**src/rtl/mcu_sequencer.sv**
```systemverilog
// mcu_sequencer: multi-cycle FETCH/DECODE/EXEC/MEM/WB control FSM for the RV32I MCU core,
// with a per-wait memory watchdog. Define MCU_SEQ_INSTRET_EN to build the retired-instruction counter.
module mcu_sequencer #(
  parameter int TIMEOUT = 16
) (
  input  logic        clk_i,
  input  logic        rst_i,
  input  logic        is_branch_i,
  input  logic        is_jump_i,
  input  logic        is_load_i,
  input  logic        mem_wr_i,
  input  logic        rd_wr_i,
  input  logic        br_taken_i,
  input  logic        imem_ack_i,
  input  logic        dmem_ack_i,
  output logic        imem_req_o,
  output logic        ir_en_o,
  output logic        dmem_req_o,
  output logic        dmem_we_o,
  output logic        rf_we_o,
  output logic [1:0]  wb_sel_o,
  output logic        pc_en_o,
  output logic        pc_sel_o,
  output logic [2:0]  state_o,
  output logic        fault_o,
  output logic [31:0] instret_o
);

  localparam int              CW      = $clog2(TIMEOUT) + 1;
  localparam logic [CW-1:0]   WD_LAST = CW'(TIMEOUT - 1);

  localparam logic [2:0] S_FETCH  = 3'd0;
  localparam logic [2:0] S_DECODE = 3'd1;
  localparam logic [2:0] S_EXEC   = 3'd2;
  localparam logic [2:0] S_MEM    = 3'd3;
  localparam logic [2:0] S_WB     = 3'd4;
  localparam logic [2:0] S_FAULT  = 3'd7;

  logic [2:0]    state_q, state_d;
  logic [CW-1:0] wd_q, wd_d;
  logic          st_q, st_d;
  logic          waiting;

  // Store/load direction is captured on entry to MEM so dmem_we_o cannot move under a live request.
  always_comb begin
    state_d = state_q;
    st_d    = st_q;
    case (state_q)
      S_FETCH: begin
        if (imem_ack_i)             state_d = S_DECODE;
        else if (wd_q == WD_LAST)   state_d = S_FAULT;
      end
      S_DECODE: state_d = S_EXEC;
      S_EXEC: begin
        if (is_load_i || mem_wr_i) begin
          state_d = S_MEM;
          st_d    = mem_wr_i;
        end else begin
          state_d = S_WB;
        end
      end
      S_MEM: begin
        if (dmem_ack_i)             state_d = st_q ? S_FETCH : S_WB;
        else if (wd_q == WD_LAST)   state_d = S_FAULT;
      end
      S_WB:    state_d = S_FETCH;
      S_FAULT: state_d = S_FAULT;
      default: state_d = S_FETCH;
    endcase
  end

  // Watchdog restarts on every entry into a waiting state; an ack on the last cycle beats the fault.
  always_comb begin
    waiting = ((state_q == S_FETCH) && !imem_ack_i) ||
              ((state_q == S_MEM)   && !dmem_ack_i);
    wd_d = wd_q;
    if ((state_d != state_q) && ((state_d == S_FETCH) || (state_d == S_MEM)))
      wd_d = '0;
    else if (waiting)
      wd_d = wd_q + CW'(1);
  end

  always_ff @(posedge clk_i) begin
    if (rst_i) begin
      state_q <= S_FETCH;
      wd_q    <= '0;
      st_q    <= 1'b0;
    end else begin
      state_q <= state_d;
      wd_q    <= wd_d;
      st_q    <= st_d;
    end
  end

  // Moore decode, forced low while reset is held so a live request drops in the reset cycle.
  always_comb begin
    imem_req_o = 1'b0;
    ir_en_o    = 1'b0;
    dmem_req_o = 1'b0;
    dmem_we_o  = 1'b0;
    rf_we_o    = 1'b0;
    wb_sel_o   = 2'b00;
    pc_en_o    = 1'b0;
    pc_sel_o   = 1'b0;
    fault_o    = 1'b0;
    if (!rst_i) begin
      case (state_q)
        S_FETCH: begin
          imem_req_o = 1'b1;
          ir_en_o    = imem_ack_i;
        end
        S_MEM: begin
          dmem_req_o = 1'b1;
          dmem_we_o  = st_q;
          pc_en_o    = dmem_ack_i && st_q;
        end
        S_WB: begin
          rf_we_o  = rd_wr_i;
          pc_en_o  = 1'b1;
          pc_sel_o = is_jump_i || (is_branch_i && br_taken_i);
          if (is_jump_i)      wb_sel_o = 2'b10;
          else if (is_load_i) wb_sel_o = 2'b01;
          else                wb_sel_o = 2'b00;
        end
        S_FAULT: fault_o = 1'b1;
        default: ;
      endcase
    end
  end

  assign state_o = rst_i ? S_FETCH : state_q;

`ifdef MCU_SEQ_INSTRET_EN
  logic [31:0] instret_q;
  logic        retire;

  assign retire = (state_q == S_WB) || ((state_q == S_MEM) && dmem_ack_i && st_q);

  always_ff @(posedge clk_i) begin
    if (rst_i)       instret_q <= '0;
    else if (retire) instret_q <= instret_q + 32'd1;
  end

  assign instret_o = rst_i ? 32'd0 : instret_q;
`else
  assign instret_o = 32'd0;
`endif

endmodule

```
**config.mk**
```make
export PLATFORM = sky130hd
export DESIGN_NAME = mcu_sequencer
export DESIGN_NICKNAME = d
export VERILOG_FILES = /design/src/rtl/mcu_sequencer.sv
export SDC_FILE = /design/constraint.sdc
export NUM_CORES = 1
export LEC_CHECK = 0
export ABC_AREA = 1
export CAP_MARGIN = 0
export CORE_ASPECT_RATIO = 1.5
export CORE_MARGIN = 4
export CORE_UTILIZATION = 40
export DETAILED_ROUTE_END_ITERATION = 7
export PLACE_DENSITY = 0.91
export SLEW_MARGIN = 20
export SYNTH_ARGS = -nofsm -noshare
export SYNTH_HDL_FRONTEND = slang
export SYNTH_SLANG_ARGS = --single-unit
```
**constraint.sdc**
```tcl
create_clock -name clk_i -period 3.8 [get_ports clk_i]
set_clock_uncertainty 0.15 [all_clocks]
set_input_delay 0.57 -clock clk_i [delete_from_list [all_inputs] [get_ports clk_i]]
set_output_delay 0.57 -clock clk_i [all_outputs]
set_load 0.005 [all_outputs]
```
* Word level (Yosys, flattened, before mapping) *
Index checks and enable logic that the tools add are counted.

word-level totals
  word-level logic and storage cells = 54
  bits of input ports = 10
  register bits after elaboration = 9
  output and inout bits = 45

cells by class
  add/sub/neg operators = 1
  equal/unequal tests = 8
  muxes and demuxes = 27
  reductions and logical operators = 15

operator list
  cell                 number
  $mux 3               6
  $mux 1               16
  $pmux 3 s5           1
  $eq 3x2->1 const B   3
  $eq 3x3->1 const B   2
  $logic_not 3->1      2
  $mux 2               3
  $add 5x1->5 const B  1
  $eq 5x4->1 const B   1
  $logic_and 1x1->1    5
  $logic_or 1x1->1     4
  $eq 3x1->1 const B   1
  $ne 3x3->1           1
  $logic_not 1->1      2
  $pmux 1 s2           1
  $reduce_and 2->1     1
  $reduce_or 2->1      1

* Logic depth before layout (Yosys ltp) *
  word-level depth = 8
  depth in mapped cells = 13
  depth with buffers taken out = 13

* Worst setup path before layout *
No wires, ideal clock.

  kind = input -> output
  start = input rst_i
  end = output wb_sel_o[0]
  data arrival time = 1018 ps
  stages = 3
  buffers on the path = 0
  slack = 2062 ps
  data required time = 3080 ps
  path through = nor2_1 nand2_1 nor3_1

between the ends
  word-level cells in the longest chain between the ends = 1

RTL lines
  element      line  text
  from (decl)  7     input logic rst_i,
  $mux 2       106   if (!rst_i) begin
  to (decl)    21    output logic [1:0] wb_sel_o,

Every way passes these cells.

* Final worst setup path *
Ends and elaborated chain as after synthesis.

==> impl_metrics.yaml <==
grt:
  grt_use_total_pct: 12.0
  antenna_found_initial: 0
  grt_pass1_wl_mm: 2.73
  grt_overflow: 0
  grt_pass1_vias: 696
  grt_max_degree: 15
sta:
  rsz0062_at_grt: "false"
  finalCritPeriodShare_pct: 78.9
  fin_ws_ns: 0.801
  final-setup-viol-count: 0
  max_freq_mhz: 333
  tns_ns: 0
  period_minus_slack_ns: 3.00
  maxSlewViolCount: 0
  hold_viol: 0
drt:
  drt_pass1_iterations: 4
  via_per_inst: 4.28
  drt-wirelength-per-cell_um: 9.56
  via_count: 821
  drc_errors: 0
  postRouteAntennaNets: 0
  drt_iter0_drc: 18
  drt-total-wl_mm: 1.84
final_layout:
  area.growth.synth_to_final_pct: 15.3
  drive_gt1_share_pct: 7.69
  n_antenna_cell: 0
  nets: 182
  fill_cells: 230
yosys:
  synth-simple-area-share_pct: 33.6
  ys_seq_area_share_pct: 19.3
  ys_types: 25
  synth_top_family_by_area: "buffers and inverters"
  synth_warnings: 0
  synth-xor-area-share_pct: 2.82
  synth_mux_area_share_pct: 1.07
  syn_area_per_cell_um2: 6.39
  synth_fa_ha_area_share_pct: 2.68
  synth_compound_area_share_pct: 4.96
  syn_inst: 146
  synth_seq_cells: 9
  syn_area_um2: 933
die:
  io_pins: 55
  die_x_um: 47.4
  dieArea_mm2: 0.00319
  rows: 21
  initial_core_util_pct: 41.8
  fp.dieH_um: 67.2
  core-area_mm2: 0.00223
clock_tree:
  clk_latency_ns: 0.27
  post_cts_buffers: 0
  htreeDepth: 1
  cts.path.max_buffers: 2
  clock-sinks: 9
  cts_made_buffers: 3
  cts_hold_buf: 0
  clockRootBuffer: "clkbuf_4"
  clk_pin_slew_ns: 0.06
  cts.repair.resized: 0
  cts_tree: "done"
power:
  ir_worst_vdd_uv: 256
  p_sw_share_pct: 43.8
  p_comb_share_pct: 51.6
  power.switching_uw: 194
  power.density_mw_per_mm2: 413
  clkPwrFrac_pct: 17.0
  leakage_uw: 0.000533
  cell_internal_pwr_uw: 250
  seqPwrFrac_pct: 31.5
place:
  gp_congestion: 0.851
  hpwl_mm: 1.54
  io_buffers: 22
  preCtsSetupSlack_ns: 0.803
worst_hold_path:
  hold_class: "reg -> reg"
critical_path:
  worstSetupStartpointType: "input port"
  critical_path_class: "in -> out"
  cp_max_fo: 14
  cp-end-kind: "output port"
  worst_ep_arrival_time_ns: 2.28
  required_ns: 3.08
flow_run:
  cap_violations: 0
outcome:
  status: "finished, final reports clean"
## sequential cells by signal, summed over array words and instances (netlist names)
signal and flops:
state_q 3, st_q 1, wd_q 5
## cell families after synthesis
logic type      count (synthesis)
fa+ha+maj                       2
compound gates                  8
xor+xnor                        3
simple gates                   67
mux                             1
flops                           9
buf+inv                        55
other cells                     1
## layout make-up
| cell class | instances | area (um2) | area share (%) |
|---|---|---|---|
| Inverter | 21 | 78.8 | 7.33 |
| Clock buffer | 4 | 26.3 | 2.44 |
| Sequential cell | 9 | 180 | 16.7 |
| Timing Repair Buffer | 22 | 220 | 20.5 |
| Multi-Input combinational cell | 113 | 542 | 50.3 |
| Tap cell | 23 | 28.8 | 2.67 |
## metrics by stage
stage / hold WS [ns] / instances / cell area [um2] / power, uW / utilization (%)
global placement: 0.336 / 188 / 1050 / 367 / 47.0
global route: 0.379 / 192 / 1080 / 492 / 48.2
finish: 0.354 / 192 / 1080 / 444 / 48.2
detailed placement: 0.353 / 188 / 1050 / 372 / 47.0
floorplan: 0.304 / 177 / 1050 / 327 / -
CTS: 0.363 / 192 / 1080 / 449 / 48.2
## power by group through the flow
stage	clock network [uW]	logic (uW)	registers, uW
floorplan	0	196	131
global placement	0	227	140
detailed placement	0	230	141
CTS	78.1	231	139
global route	82.5	267	142
finish	75.4	229	140
## synthesized netlist by cell type (all sizes together)
cell,n,area share (%)
ha,2,2.7
o21ai,1,0.54
conb,1,0.40
nand2,26,13
o211ai,1,0.80
buf,33,26
nand3,10,6.4
a31oi,1,0.67
or2,1,0.67
clkbuf,1,0.40
nand4,2,1.3
xor2,3,2.8
inv,21,8.4
o31ai,1,0.80
nor2,26,11
mux2i,1,1.1
nor3,2,1.1
a21oi,4,2.1
dfxtp,9,19
## worst paths after layout
kind / from / endpoint / slack (ns) / depth (start not counted)
max reg2reg: wd_q[0] / wd_q[0] / 1.94 / 10
min reg2reg: st_q / st_q / 0.35 / 2
max: rst_i / wb_sel_o[0] / 0.80 / 5
min: st_q / st_q / 0.35 / 2
## cells in the final DEF, fill, tap and decap left out, drive strengths merged
cell	n
dfxtp	9
ha	2
xor2	3
a31oi	1
a21oi	4
o21ai	1
conb	32
clkbuf	4
inv	21
nor2	26
clkdlybuf4s50	22
nor3	2
nand4	2
nand2	26
o211ai	1
o31ai	1
mux2i	1
or2	1
nand3	10
## layer usage
layer	GRT usage (%)	part of all wire (%)
met1	11.8	36
met2	21.1	49
met3	2.67	13
met4	7.61	2.1
met5	0	0
## critical path, stage by stage
cell	delay (ns)
clkdlybuf4s50_1	0.65
nor2_1	0.24
nand2_1	0.14
nor3_1	0.15
clkdlybuf4s50_1	0.52
Power figures use the tool's default switching activity.
